$ cat src/rtl/ahb_lcd_if.sv
// AHB-Lite slave-side bus bundle for the LCD reader.
// Clock and reset stay outside the interface as plain ports.
interface ahb_lcd_if;
  logic        HSEL;
  logic [31:0] HADDR;
  logic [1:0]  HTRANS;
  logic        HWRITE;
  logic [31:0] HWDATA;
  logic        HREADY;
  logic        HREADYOUT;
  logic [31:0] HRDATA;

  // Address phase is accepted when HSEL & HTRANS[1] & HREADY; the data phase
  // that follows never stalls (HREADYOUT is tied high by the slave).
  modport master (
    output HSEL, HADDR, HTRANS, HWRITE, HWDATA, HREADY,
    input  HREADYOUT, HRDATA
  );

  modport slave (
    input  HSEL, HADDR, HTRANS, HWRITE, HWDATA, HREADY,
    output HREADYOUT, HRDATA
  );
endinterface

$ cat src/rtl/ahb_lcd_reader.sv
// AHB-Lite slave performing HD44780 4-bit read cycles (status or data RAM),
// with an optional busy-poll loop that repeats status reads until BF clears.
module ahb_lcd_reader #(
  parameter int          SETUP_CYC  = 5,
  parameter int          E_HIGH_CYC = 25,
  parameter int          E_LOW_CYC  = 25,
  parameter logic [15:0] POLL_MAX   = 16'd1000
) (
  input  logic       HCLK,
  input  logic       HRESETn,
  ahb_lcd_if.slave   bus,
  input  logic [3:0] LCD_DATA_IN,
  output logic       LCD_RS,
  output logic       LCD_RW,
  output logic       LCD_E,
  output logic       LCD_ACTIVE,
  output logic [2:0] dbg_state_o
);

  typedef enum logic [2:0] {
    IDLE  = 3'd0,
    SETUP = 3'd1,
    EH1   = 3'd2,
    EL1   = 3'd3,
    EH2   = 3'd4,
    EL2   = 3'd5,
    CHECK = 3'd6
  } state_t;

  localparam logic [1:0] A_CTRL   = 2'd0;
  localparam logic [1:0] A_STATUS = 2'd1;
  localparam logic [1:0] A_RDATA  = 2'd2;

  localparam logic [15:0] SETUP_LAST = 16'(SETUP_CYC - 1);
  localparam logic [15:0] EH_LAST    = 16'(E_HIGH_CYC - 1);
  localparam logic [15:0] EL_LAST    = 16'(E_LOW_CYC - 1);

  // Registered AHB address phase
  logic       ph_valid_q;
  logic       ph_write_q;
  logic [1:0] ph_addr_q;

  state_t      state_q, state_d;
  logic [15:0] timer_q, timer_d;
  logic [7:0]  shift_q, shift_d;
  logic [7:0]  rdata_q, rdata_d;
  logic [15:0] cnt_q, cnt_d;
  logic        valid_q, valid_d;
  logic        timeout_q, timeout_d;
  logic        rs_q, rs_d;
  logic        poll_q, poll_d;

  logic        busy;
  logic        ctrl_wr;
  logic        rdata_rd;
  logic        last;
  logic [15:0] cnt_inc;
  logic [31:0] hrdata;
  logic        unused_bits;

  assign unused_bits = ^{bus.HADDR[31:4], bus.HADDR[1:0], bus.HWDATA[31:2]};

  always_ff @(posedge HCLK or negedge HRESETn) begin
    if (!HRESETn) begin
      ph_valid_q <= 1'b0;
      ph_write_q <= 1'b0;
      ph_addr_q  <= 2'd0;
    end else if (bus.HREADY) begin
      ph_valid_q <= bus.HSEL & bus.HTRANS[1];
      ph_write_q <= bus.HWRITE;
      ph_addr_q  <= bus.HADDR[3:2];
    end
  end

  assign busy     = (state_q != IDLE);
  assign ctrl_wr  = ph_valid_q & ph_write_q & (ph_addr_q == A_CTRL) & bus.HREADY;
  assign rdata_rd = ph_valid_q & ~ph_write_q & (ph_addr_q == A_RDATA) & bus.HREADY;
  assign cnt_inc  = (cnt_q < POLL_MAX) ? (cnt_q + 16'd1) : cnt_q;

  always_comb begin
    last = 1'b0;
    case (state_q)
      SETUP:    last = (timer_q == SETUP_LAST);
      EH1, EH2: last = (timer_q == EH_LAST);
      EL1, EL2: last = (timer_q == EL_LAST);
      default:  last = 1'b0;
    endcase
  end

  always_ff @(posedge HCLK or negedge HRESETn) begin
    if (!HRESETn) begin
      state_q   <= IDLE;
      timer_q   <= 16'd0;
      shift_q   <= 8'h00;
      rdata_q   <= 8'h00;
      cnt_q     <= 16'd0;
      valid_q   <= 1'b0;
      timeout_q <= 1'b0;
      rs_q      <= 1'b0;
      poll_q    <= 1'b0;
    end else begin
      state_q   <= state_d;
      timer_q   <= timer_d;
      shift_q   <= shift_d;
      rdata_q   <= rdata_d;
      cnt_q     <= cnt_d;
      valid_q   <= valid_d;
      timeout_q <= timeout_d;
      rs_q      <= rs_d;
      poll_q    <= poll_d;
    end
  end

  always_comb begin
    state_d   = state_q;
    timer_d   = timer_q + 16'd1;
    shift_d   = shift_q;
    rdata_d   = rdata_q;
    cnt_d     = cnt_q;
    valid_d   = valid_q;
    timeout_d = timeout_q;
    rs_d      = rs_q;
    poll_d    = poll_q;

    // Read-to-clear first so a CHECK completing in the same cycle wins.
    if (rdata_rd) valid_d = 1'b0;

    case (state_q)
      IDLE: begin
        timer_d = 16'd0;
        if (ctrl_wr) begin
          poll_d    = bus.HWDATA[1];
          rs_d      = bus.HWDATA[0] & ~bus.HWDATA[1];
          valid_d   = 1'b0;
          timeout_d = 1'b0;
          cnt_d     = 16'd0;
          state_d   = SETUP;
        end
      end
      SETUP: begin
        if (last) begin
          timer_d = 16'd0;
          state_d = EH1;
        end
      end
      EH1: begin
        if (last) begin
          shift_d[7:4] = LCD_DATA_IN;
          timer_d      = 16'd0;
          state_d      = EL1;
        end
      end
      EL1: begin
        if (last) begin
          timer_d = 16'd0;
          state_d = EH2;
        end
      end
      EH2: begin
        if (last) begin
          shift_d[3:0] = LCD_DATA_IN;
          timer_d      = 16'd0;
          state_d      = EL2;
        end
      end
      EL2: begin
        if (last) begin
          timer_d = 16'd0;
          state_d = CHECK;
        end
      end
      CHECK: begin
        timer_d = 16'd0;
        rdata_d = shift_q;
        cnt_d   = cnt_inc;
        if (poll_q && shift_q[7] && (cnt_inc < POLL_MAX)) begin
          state_d = SETUP;
        end else if (poll_q && shift_q[7]) begin
          timeout_d = 1'b1;
          state_d   = IDLE;
        end else begin
          valid_d = 1'b1;
          state_d = IDLE;
        end
      end
      default: begin
        timer_d = 16'd0;
        state_d = IDLE;
      end
    endcase
  end

  // Pins decode straight from state so an async reset drops E at once.
  assign LCD_ACTIVE  = busy;
  assign LCD_RW      = busy;
  assign LCD_RS      = busy & rs_q;
  assign LCD_E       = (state_q == EH1) || (state_q == EH2);
  assign dbg_state_o = state_q;

  always_comb begin
    hrdata = 32'd0;
    if (ph_valid_q && !ph_write_q) begin
      case (ph_addr_q)
        A_STATUS: hrdata = {29'd0, timeout_q, valid_q, busy};
        A_RDATA:  hrdata = {24'd0, (state_q == CHECK) ? shift_q : rdata_q};
        default:  hrdata = 32'd0;
      endcase
    end
  end

  assign bus.HRDATA    = hrdata;
  assign bus.HREADYOUT = 1'b1;

endmodule
$ cat src/flat_wrapper.sv
// flat-port wrapper written by rule: the top's interface ports become plain ports
module ahb_lcd_reader_flat 
#(
  parameter int          SETUP_CYC  = 5,
  parameter int          E_HIGH_CYC = 25,
  parameter int          E_LOW_CYC  = 25,
  parameter logic [15:0] POLL_MAX   = 16'd1000
)
  (HCLK, HRESETn, LCD_DATA_IN, LCD_RS, LCD_RW, LCD_E, LCD_ACTIVE, dbg_state_o, bus_HSEL, bus_HADDR, bus_HTRANS, bus_HWRITE, bus_HWDATA, bus_HREADY, bus_HREADYOUT, bus_HRDATA);
  ahb_lcd_if bus_i ();
  input  logic HCLK;
  input  logic HRESETn;
  input  logic [3:0] LCD_DATA_IN;
  output logic LCD_RS;
  output logic LCD_RW;
  output logic LCD_E;
  output logic LCD_ACTIVE;
  output logic [2:0] dbg_state_o;
  input wire logic [$bits(bus_i.HSEL)-1:0] bus_HSEL;
  input wire logic [$bits(bus_i.HADDR)-1:0] bus_HADDR;
  input wire logic [$bits(bus_i.HTRANS)-1:0] bus_HTRANS;
  input wire logic [$bits(bus_i.HWRITE)-1:0] bus_HWRITE;
  input wire logic [$bits(bus_i.HWDATA)-1:0] bus_HWDATA;
  input wire logic [$bits(bus_i.HREADY)-1:0] bus_HREADY;
  output wire logic [$bits(bus_i.HREADYOUT)-1:0] bus_HREADYOUT;
  output wire logic [$bits(bus_i.HRDATA)-1:0] bus_HRDATA;
  assign bus_i.HSEL = bus_HSEL;
  assign bus_i.HADDR = bus_HADDR;
  assign bus_i.HTRANS = bus_HTRANS;
  assign bus_i.HWRITE = bus_HWRITE;
  assign bus_i.HWDATA = bus_HWDATA;
  assign bus_i.HREADY = bus_HREADY;
  assign bus_HREADYOUT = bus_i.HREADYOUT;
  assign bus_HRDATA = bus_i.HRDATA;
  ahb_lcd_reader #(.SETUP_CYC(SETUP_CYC), .E_HIGH_CYC(E_HIGH_CYC), .E_LOW_CYC(E_LOW_CYC), .POLL_MAX(POLL_MAX)) u_core (.HCLK(HCLK), .HRESETn(HRESETn), .bus(bus_i), .LCD_DATA_IN(LCD_DATA_IN), .LCD_RS(LCD_RS), .LCD_RW(LCD_RW), .LCD_E(LCD_E), .LCD_ACTIVE(LCD_ACTIVE), .dbg_state_o(dbg_state_o));
endmodule
$ cat config.mk
export PLATFORM = sky130hd
export DESIGN_NAME = ahb_lcd_reader_flat
export DESIGN_NICKNAME = d
export VERILOG_FILES = /design/src/rtl/ahb_lcd_if.sv /design/src/rtl/ahb_lcd_reader.sv /design/src/flat_wrapper.sv
export SDC_FILE = /design/constraint.sdc
export NUM_CORES = 1
export LEC_CHECK = 0
export CORE_MARGIN = 10
export CORE_UTILIZATION = 50
export CTS_BUF_LIST = sky130_fd_sc_hd__clkbuf_4
export DETAILED_ROUTE_END_ITERATION = 12
export HOLD_SLACK_MARGIN = 0.03
export MAX_ROUTING_LAYER = met4
export PLACE_DENSITY = 0.85
export SLEW_MARGIN = 15
export SYNTH_ARGS = -nofsm -noshare
export SYNTH_HDL_FRONTEND = slang
export SYNTH_SLANG_ARGS = --single-unit
$ cat constraint.sdc
create_clock -name HCLK -period 6.2 [get_ports HCLK]
set_clock_uncertainty 0.15 [all_clocks]
set_input_delay 1.24 -clock HCLK [delete_from_list [all_inputs] [get_ports HCLK]]
set_output_delay 1.24 -clock HCLK [all_outputs]
set_load 0.1 [all_outputs]
Yosys cells after proc, flatten, opt, wreduce, memory -nomap -nowiden
Cells that the tools add are included.

storage, ports and cells
  register bits = 59
  input bits = 75
  output and inout bits = 40
  logic and storage cells = 89

operators by class
  $add $sub $neg = 2
  magnitude comparators = 2
  eq/ne operators = 18
  mux-type cells = 26
  bitwise logic cells = 11
  reductions and logical operators = 17

operators by type and width
  cell                                                                     count
  16-bit two-way mux                                                       4
  16-bit by 1-bit adder with 16-bit output (second input constant)         2
  16-bit by 10-bit < comparator with 1-bit output (second input constant)  2
  32-bit two-way mux                                                       1
  16-bit one-hot mux with 2 select lines                                   1
  3-bit one-hot mux with 7 select lines                                    1
  3-bit two-way mux                                                        6
  16-bit by 3-bit == test with 1-bit output (second input constant)        1
  16-bit by 5-bit == test with 1-bit output (second input constant)        1
  8-bit one-hot mux with 2 select lines                                    1
  2-bit by 1-bit != test with 1-bit output (second input constant)         7
  1-bit AND                                                                9
  3-bit == test (second input constant)                                    3
  1-bit two-way mux                                                        8
  8-bit two-way mux                                                        1
  2-bit AND reduction                                                      4
  3-bit by 2-bit == test with 1-bit output (second input constant)         2
  1-bit one-hot mux with 2 select lines                                    3
  6-bit AND reduction                                                      1
  5-bit OR reduction                                                       1
  4-bit AND reduction                                                      1
  4-bit OR reduction                                                       1
  3-bit by 1-bit == test with 1-bit output (second input constant)         1
  1-bit logical AND                                                        3
  other kinds (10)                                                         11

Depth between registers and ports, before layout
Gate-level depths: netlist of the first run.

  depth after elaboration = 8
  gate-level depth with buffers = 9
  mapped depth without buffers = 7

Least setup slack after synthesis of the first run
OpenSTA, ideal clock, no wires.

  path kind = reg2out
  from = register u_core.state_q[1], in the netlist u_core.dbg_state_o[1]
  to = output bus_HRDATA[0]
  arrival time = 3.822 ns
  slack = 0.988 ns
  cell stages (with the launch flop) = 6
  cell sequence = dfrtp_1 -> buf_2 -> or3_1 -> clkbuf_1 -> a22oi_1 -> nor2_1

between the ends
  elaborated cells between the ends (all ways) = 5
  those cells by class = eq/ne: 1; mux: 3; reduce/logical: 1

RTL lines
  what                                   RTL line               text
  start, declared                        ahb_lcd_reader.sv:43   state_t state_q, state_d;
  start signal, assigned                 ahb_lcd_reader.sv:102  state_q <= state_d;
  3-bit nonzero test                     ahb_lcd_reader.sv:75   assign busy = (state_q != IDLE);
  via LCD_ACTIVE                         flat_wrapper.sv:17     output logic LCD_ACTIVE;
  8-bit one-hot mux with 2 select lines  ahb_lcd_reader.sv:203  case (ph_addr_q)
  32-bit two-way mux                     ahb_lcd_reader.sv:202  if (ph_valid_q && !ph_write_q) begin
  end, declared                          flat_wrapper.sv:26     output wire logic [$bits(bus_i.HRDATA)-1:0] bus_HRDATA;

The timed path passes the listed nets, and every way through them passes these cells.

Final worst setup path of the first run
  from = register u_core.state_q[2], in the netlist u_core.dbg_state_o[2]
  to = output bus_HRDATA[1]

between the ends
  cells in the longest elaborated chain, start to end = 4

ends and longest elaborated chain
  what                                   RTL line               text
  3-bit == test                          ahb_lcd_reader.sv:205  A_RDATA: hrdata = {24'd0, (state_q == CHECK) ? shift_q : rdata_q};
  8-bit two-way mux                      -
  8-bit one-hot mux with 2 select lines  ahb_lcd_reader.sv:203
  32-bit two-way mux                     ahb_lcd_reader.sv:202

Every way passes these cells.

==> results of run 1 <==
-- per-stage QoR --
stage	worst slack [ns]	cell area [sq um]	util (%)
5_1_grt	1.39	3550	56.2
3_5_place_dp	2.08	3420	54.2
6_report	1.63	3550	56.2
2_1_floorplan	0.988	3330	-
4_1_cts	1.61	3550	56.2
3_3_place_gp	2.13	3420	54.2
-- worst max-delay path, cell delays in order (launching register included) --
cell and delay (ns):
dfrtp_1 0.60, and3b_1 0.60, nand2_1 0.14, nand2_1 0.11, a22oi_1 0.08, nor2_1 0.11
clkdlybuf4s50_1 1.15
-- worst max path at each step --
stage                          to
detailed placement  bus_HRDATA[1]
CTS                 bus_HRDATA[1]
floorplan           bus_HRDATA[0]
global route        bus_HRDATA[1]
finish              bus_HRDATA[1]
global placement    bus_HRDATA[1]
-- per-layer routing --
layer,part of all wire (%),vias up
li1,-,1188
met1,47,1207
met2,46,81
met3,5.6,14
met4,1.8,0
met5,0,-
-- cell type report --
class	instances	share of cell area, %
multi-input cells	260	43.0
flip-flops and latches	59	41.6
repair buffers	29	7.97
well taps	77	2.72
clock buffers	9	1.91
clock inverters	7	1.66
inverters	10	1.06
-- logic make-up after synthesis --
logic type / after synthesis / synth area share [%]
flops: 59 / 45.5
simple gates: 150 / 22.4
buf+inv: 57 / 10.0
compound gates: 52 / 11.3
mux: 11 / 3.78
other cells: 2 / 0.232
xor+xnor: 16 / 4.32
fa+ha+maj: 6 / 2.32
-- cell usage after synthesis (2+ instances only) --
master,count,area share [%]
nor4_1,4,0.77
o21ai_0,20,3.1
o31a_1,2,0.54
nand4_1,6,1.2
and2_1,8,1.5
and3_1,11,2.1
conb_1,2,0.23
xnor2_1,5,1.4
o31ai_1,3,0.69
nand2_1,49,5.7
or2_2,2,0.39
nand2b_1,6,1.2
xor2_1,11,3.0
a31oi_1,3,0.58
nand3_1,17,2.6
buf_4,26,6.0
mux2_2,10,3.5
clkbuf_1,15,1.7
buf_2,5,0.77
a2111oi_2,2,0.93
a21o_1,3,0.69
a41oi_1,2,0.54
dfrtp_1,59,46
nor3b_1,2,0.46
nor3_1,4,0.62
nor2_1,34,3.9
inv_1,10,1.2
ha_1,6,2.3
a22oi_1,3,0.69
a21oi_1,3,0.46
-- power groups by stage --
stage	registers (mW)	clock network [mW]	logic, mW
6_report	0.563	0.258	0.561
5_1_grt	0.574	0.281	0.605
4_1_cts	0.558	0.263	0.558
3_5_place_dp	0.566	0	0.557
3_3_place_gp	0.559	0	0.549
2_1_floorplan	0.560	0	0.467
-- flip-flops by register name (all words and copies together) (netlist names) --
| name | flops |
|---|---|
| u_core.timer_q | 16 |
| u_core.timeout_q | 1 |
| u_core.rs_q | 1 |
| u_core.shift_q | 8 |
| u_core.cnt_q | 16 |
| u_core.dbg_state_o | 3 |
| u_core.ph_write_q | 1 |
| u_core.valid_q | 1 |
| u_core.poll_q | 1 |
| u_core.ph_addr_q | 2 |
| u_core.rdata_q | 8 |
| u_core.ph_valid_q | 1 |
==> flow_summary.toml, run 1 <==
[layout]
n_fill_cell = 544
final_cell_mix = "59 x dfrtp_1, 49 x nand2_1, 34 x nor2_1, 27 x clkdlybuf4s50_1, 25 x conb_1"
regArea_sq_um = 1480
multi_input_area_sq_um = 1530
syn_to_final_growth_pct = 9.38
diodes = 0
layout.cells.non_filler = 451
mostFrequentLayoutCell = "dfrtp_1"
drive_gt1_share_pct = 8.56
finish.net_count = 450

[placement]
place_inst = 435
place_hpwl_um = 4850
finalWeightedCongestion = 0.880
port_buffers = 28

[power_and_ir_drop]
p_comb_share_pct = 40.6
leakagePower_nw = 1.65
pwr-share-clk_pct = 18.7
seq_power_share_pct = 40.7
p_int_mw = 0.731
p_sw_share_pct = 47.1
p_sw_mw = 0.651
power_density_nw_per_um2 = 389
irDropWorstVdd_mv = 0.253
total_power_mw = 1.38

[worst_setup_path]
rr_endpoint = "u_core.cnt_q[2]"
reg2reg_slack_ns = 3.67
path_class = "flop to output port"
reg2reg_depth = 5
arrival_ns = 3.18
crit_path_start = "u_core.dbg_state_o[2]"
crit_path_start_kind = "flop"
crit_fanout = 15
regToRegStartpoint = "u_core.dbg_state_o[2]"
critPathRequiredTime_ns = 4.81
crit_path_end_kind = "output port"

[cts]
clk_pin_slew_ns = 0.10
clk_latency_ns = 0.40
cts_buffers = 9
cts_tree = "done"
hold_buffers = 0
cts_root_buf = "clkbuf_4"
ctsLongestPathBuffers = 2
post_cts_buffers = 0
cts_resized = 0
htree_levels = 3
cts.sink_count = 59

[hold_path]
hold_start = "u_core.rdata_q[5]"
hold_depth = 2
hold_class = "flop to flop"
whs_endpoint = "u_core.rdata_q[5]"

[yosys]
postSynthCellCount = 353
syn_avg_cell_area_sq_um = 9.18
ys_types = 50
async_flop_share_pct = 100
ys_warn_count = 0
synth_edf_count = 0
synth_ff_type = "dfrtp_1"
synth-seq-cells = 59
seq_area_frac_synth_pct = 45.5
netlist_area_sq_um = 3240

[detailed_routing]
vias_per_cell = 5.52
detail-route-antenna-nets = 0
drtPass1Iterations = 4
drt-initial-drc-count = 237
remaining_drc_errors = 0
dr_total_vias = 2490
drt-total-wl_um = 6700
avgRoutedWirePerCell_um = 14.8

[floorplan]
core_area_sq_um = 6310
dieArea_sq_um = 10100
top_level_ports = 115
fp.dieH_um = 101
initial_core_util_pct = 51.3
rows = 29
die_x_um = 101

[global_route]
grt_max_degree = 60
use_met3_pct = 3.57
grtUsageMet2_pct = 20.2
grt_pass1_vias = 2381
busiest_layer = "met2"
groute.layer.met1.usage_pct = 17.4
gr-total-overflow = 0
antenna_found_initial = 0
grt.total_usage_pct = 13.7
grt_pass1_wl_um = 11000

[sta]
max_freq_ghz = 0.219
fin_crit_sh_pct = 73.7
drv_slew = 0
whs_ns = 0.330
rsz0062_at_grt = "no"
worst_pin_slew_ns = 0.983
maxSlewHeadroom_pct = 34.3
hold_viol = 0
tns_ns = 0
min_period_ns = 4.57
setup_viol = 0

[outcome]
status = "complete, no violations"

[flow_run]
drv_cap = 0
No activity file was read; power rests on OpenSTA's default activity.
==> run 2: changes to the inputs <==
CORE_UTILIZATION = 42   (was 50)
PLACE_DENSITY = 0.76   (was 0.85)
clock period = 4.1 ns   (was 6.2 ns; I/O delays follow)
==> run 2 against run 1 <==
  * Worst setup slack lost 0.83 ns
  * Die area rose by 15%
  * Sequential share of layout area shrank 0.13 points
  * Combinational power increased by 50%
  * Sequential power increased by 51%
  * Register-to-register slack worse by 2.0 ns
==> flow_summary.toml, run 2 (synthesis results as in run 1) <==
[sta]
rsz0062_at_grt = "no"
tns_ns = 0
finalWorstSetupSlack_ns = 0.798
maxSlewHeadroom_pct = 34.1
worst_pin_slew_ns = 0.986
setup_viol = 0
whs_ns = 0.323
drv_slew = 0
max_freq_ghz = 0.303
hold_viol = 0
fin_crit_sh_pct = 80.5
min_period_ns = 3.30

[floorplan]
dieArea_sq_um = 11600
top_level_ports = 115
fp.dieH_um = 108
rows = 31
initial_core_util_pct = 44.0
core_area_sq_um = 7370
die_x_um = 108

[cts]
clk_latency_ns = 0.41
post_cts_buffers = 0
hold_buffers = 0
clk_pin_slew_ns = 0.10
cts_buffers = 9
cts_tree = "done"
cts_root_buf = "clkbuf_4"
cts.sink_count = 59
htree_levels = 3
cts_resized = 0
ctsLongestPathBuffers = 2

[power_and_ir_drop]
pwr-share-clk_pct = 19.0
p_comb_share_pct = 40.3
p_sw_mw = 0.978
p_int_mw = 1.11
irDropWorstVdd_mv = 0.410
p_sw_share_pct = 46.8
seq_power_share_pct = 40.8
leakagePower_nw = 1.68
power_density_nw_per_um2 = 588
total_power_mw = 2.09

[layout]
final_util_pct = 48.3
regArea_sq_um = 1480
syn_to_final_growth_pct = 9.73
drive_gt1_share_pct = 12.8
reg_top3 = "u_core.cnt_q (16), u_core.timer_q (16)"
finish.net_count = 451
mostFrequentLayoutCell = "dfrtp_1"
n_fill_cell = 708
multi_input_area_sq_um = 1530
final_cell_mix = "59 x dfrtp_1, 49 x nand2_1, 31 x nor2_1, 25 x conb_1, 20 x o21ai_0"
diodes = 0

[global_route]
grt.total_usage_pct = 12.5
gr-total-overflow = 0
grt_max_degree = 39
grt_pass1_wl_um = 11400
antenna_found_initial = 0
grt_pass1_vias = 2429

[hold_path]
hold_class = "flop to flop"
hold_depth = 2

[detailed_routing]
detail-route-antenna-nets = 0
dr_total_vias = 2439
avgRoutedWirePerCell_um = 14.3
drtPass1Iterations = 4
remaining_drc_errors = 0
drt-initial-drc-count = 104
vias_per_cell = 5.16
drt-total-wl_um = 6770

[worst_setup_path]
crit_path_end_kind = "output port"
critPathRequiredTime_ns = 3.13
crit_path_start_kind = "flop"
reg2reg_depth = 5
reg2reg_slack_ns = 1.63
path_class = "flop to output port"
arrival_ns = 2.33
crit_fanout = 15

[placement]
place_hpwl_um = 4950
finalWeightedCongestion = 0.839
post-place-ws_ns = 1.28
port_buffers = 28

[flow_run]
drv_cap = 0

[outcome]
status = "complete, no violations"
run 2: layout make-up:
cell class,count,share of cell area (%)
multi-input combinational,260,43.1
sequential,59,41.5
timing repair buffer,30,7.32
tap,99,3.48
clock buffer,11,2.32
clock inverter,4,1.20
inverter,10,1.06
run 2: final timing paths:
| kind | startpoint | endpoint |
|---|---|---|
| setup / recovery | u_core.dbg_state_o[2] | bus_HRDATA[1] |
| hold / removal | u_core.rdata_q[5] | u_core.rdata_q[5] |
| setup reg to reg | u_core.cnt_q[14] | u_core.dbg_state_o[0] |
| hold reg to reg | u_core.rdata_q[5] | u_core.rdata_q[5] |
| max in group asynchronous | HRESETn | u_core.rs_q |
| min in group asynchronous | HRESETn | u_core.shift_q[4] |
run 2: power by group through the flow:
| stage | Combinational, mW | Sequential [mW] | Clock, mW |
|---|---|---|---|
| final | 0.842 | 0.852 | 0.397 |
| after global routing | 0.915 | 0.878 | 0.431 |
| after CTS | 0.843 | 0.846 | 0.405 |
| after detailed placement | 0.839 | 0.857 | 0 |
| after global placement | 0.829 | 0.848 | 0 |
| after floorplan | 0.709 | 0.846 | 0 |
run 2: worst max-delay path, stage by stage (launching register included):
cell,delay (ns)
dfrtp_1,0.59
and3b_1,0.62
nand2_1,0.13
nand2_1,0.10
a22oi_1,0.07
nor2_2,0.10
buf_4,0.29
run 2: stage by stage:
step	cells	area [sq um]
3_5_place_dp	458	3430
4_1_cts	473	3560
3_3_place_gp	458	3430
6_report	473	3560
2_1_floorplan	376	3340
5_1_grt	473	3560
run 2: per-layer routing:
metal	global-route usage (%)	share of wire, %	vias up
met5	-	0	-
met4	6.97	2.1	0
met3	2.63	4.5	13
met1	15.8	48	1182
met2	18.1	45	61
li1	-	-	1183
==> run 3: changes to the inputs <==
CORE_UTILIZATION = 47   (was 42)
PLACE_DENSITY = 0.8   (was 0.76)
clock period = 3.3 ns   (was 4.1 ns; I/O delays follow)
==> run 3 against run 2 <==
  * Via count rose by 2.2%
  * Sequential power rose by 26%
  * Register-to-register slack worse by 0.77 ns
  * Utilization is 6.6 points higher
  * First-iteration DRC count rose by 79%
  * Sequential share of layout area shrank 1.6 points
  * Largest cell class unchanged
  * Largest power group unchanged
  * Highest routed layer unchanged
==> flow_summary.toml, run 3 (synthesis results as in run 1) <==
[outcome]
status = "complete, no violations"

[cts]
clk_latency_ns = 0.40
post_cts_buffers = 0
ctsLongestPathBuffers = 2
cts_root_buf = "clkbuf_4"
cts.sink_count = 59
hold_buffers = 0
htree_levels = 3
clk_pin_slew_ns = 0.11
cts_tree = "done"
cts_resized = 0
cts_buffers = 9

[worst_setup_path]
reg2reg_slack_ns = 0.86
crit_fanout = 10
arrival_ns = 2.07
regToRegStartpoint = "u_core.cnt_q[14]"
path_class = "flop to output port"
crit_path_end_kind = "output port"
critPathRequiredTime_ns = 2.49
reg2reg_depth = 5
crit_path_start_kind = "flop"
rr_endpoint = "u_core.dbg_state_o[0]"

[global_route]
grt_pass1_vias = 2489
grt.total_usage_pct = 14.2
grt_max_degree = 60
gr-total-overflow = 0
grt_pass1_wl_um = 11700
antenna_found_initial = 0

[floorplan]
dieArea_sq_um = 10600
fp.dieH_um = 103
die_x_um = 103
rows = 30
top_level_ports = 115
initial_core_util_pct = 48.0
core_area_sq_um = 6760

[detailed_routing]
drt-initial-drc-count = 186
vias_per_cell = 5.47
remaining_drc_errors = 0
avgRoutedWirePerCell_um = 15.3
dr_total_vias = 2493
drtPass1Iterations = 4
detail-route-antenna-nets = 0
drt-total-wl_um = 6980

[power_and_ir_drop]
pwr-share-clk_pct = 25.7
leakagePower_nw = 1.74
p_comb_share_pct = 36.9
seq_power_share_pct = 37.4
power_density_nw_per_um2 = 769
p_int_mw = 1.61
irDropWorstVdd_mv = 0.292
p_sw_share_pct = 43.6
p_sw_mw = 1.24

[hold_path]
hold_class = "primary input to asynchronous set/reset pin"

[sta]
maxSlewHeadroom_pct = 50.8
max_freq_ghz = 0.347
rsz0062_at_grt = "no"
fin_crit_sh_pct = 87.2
hold_viol = 0
worst_pin_slew_ns = 0.738
min_period_ns = 2.88
drv_slew = 0
tns_ns = 0
setup_viol = 0

[layout]
reg_top3 = "u_core.cnt_q (16), u_core.timer_q (16)"
diodes = 0
multi_input_area_sq_um = 1550
syn_to_final_growth_pct = 14.4
mostFrequentLayoutCell = "dfrtp_1"
n_fill_cell = 595
drive_gt1_share_pct = 15.2
finish.net_count = 452
layout.cells.non_filler = 456
regArea_sq_um = 1480
final_cell_mix = "56 x dfrtp_1, 49 x nand2_1, 31 x nor2_1, 25 x conb_1, 20 x o21ai_0"

[placement]
finalWeightedCongestion = 0.965
port_buffers = 28
place_hpwl_um = 5010
place_inst = 440

[flow_run]
drv_cap = 0
-- run 3: worst max path at each step --
| stage | from | end | slack [ns] | cells after the start |
|---|---|---|---|---|
| 2_1_floorplan | u_core.dbg_state_o[2] | bus_HRDATA[5] | 0.002 | 7 |
| 3_3_place_gp | bus_HREADY | u_core.cnt_q[7] | 0.78 | 6 |
| 3_5_place_dp | bus_HREADY | u_core.timeout_q | 0.75 | 6 |
| 4_1_cts | u_core.dbg_state_o[2] | bus_HRDATA[1] | 0.40 | 6 |
| 5_1_grt | u_core.dbg_state_o[2] | bus_HRDATA[1] | 0.26 | 6 |
| 6_report | u_core.dbg_state_o[0] | bus_HRDATA[1] | 0.42 | 6 |
-- run 3: per-stage QoR --
step / hold WS (ns) / utilization (%) / worst slack, ns / power (mW) / instance area (sq um)
after floorplan: 0.214 / - / 0.00190 / 1.94 / 3360
after global placement: 0.299 / 51.9 / 0.777 / 2.09 / 3510
after detailed placement: 0.303 / 51.9 / 0.749 / 2.12 / 3510
after CTS: 0.266 / 54.9 / 0.401 / 2.86 / 3710
after global routing: 0.288 / 54.9 / 0.265 / 3.02 / 3710
final: 0.245 / 54.9 / 0.422 / 2.85 / 3710
-- run 3: critical path: stages (launching register included) --
cell and delay, ns:
dfrtp_2 0.49, and3b_1 0.47, nand2_1 0.10, nand2_1 0.10
a22oi_1 0.10, nor2_4 0.09, buf_4 0.29
-- run 3: power by group through the flow --
stage	Clock [mW]	Combinational, mW	Sequential, mW
4_1_cts	0.742	1.06	1.06
6_report	0.734	1.05	1.07
3_3_place_gp	0	1.03	1.06
5_1_grt	0.778	1.15	1.09
2_1_floorplan	0	0.887	1.05
3_5_place_dp	0	1.05	1.07
-- run 3: per-layer routing --
layer / GRT usage (%) / share of wire (%) / up-vias / wire length, um
met2: 21.9 / 46 / 75 / 3240
met1: 17.0 / 45 / 1214 / 3160
met3: 4.49 / 6.5 / 10 / 451
met4: 5.35 / 1.7 / 0 / 121
met5: - / 0 / - / 0
li1: - / - / 1194 / -
-- run 3: final cells by class --
class                      count  area share (%)
multi-input combinational    260            41.9
sequential                    59            39.9
timing repair buffer          31            9.04
clock inverter                 6            3.44
tap                           80            2.70
clock buffer                  10            2.02
inverter                      10            1.01
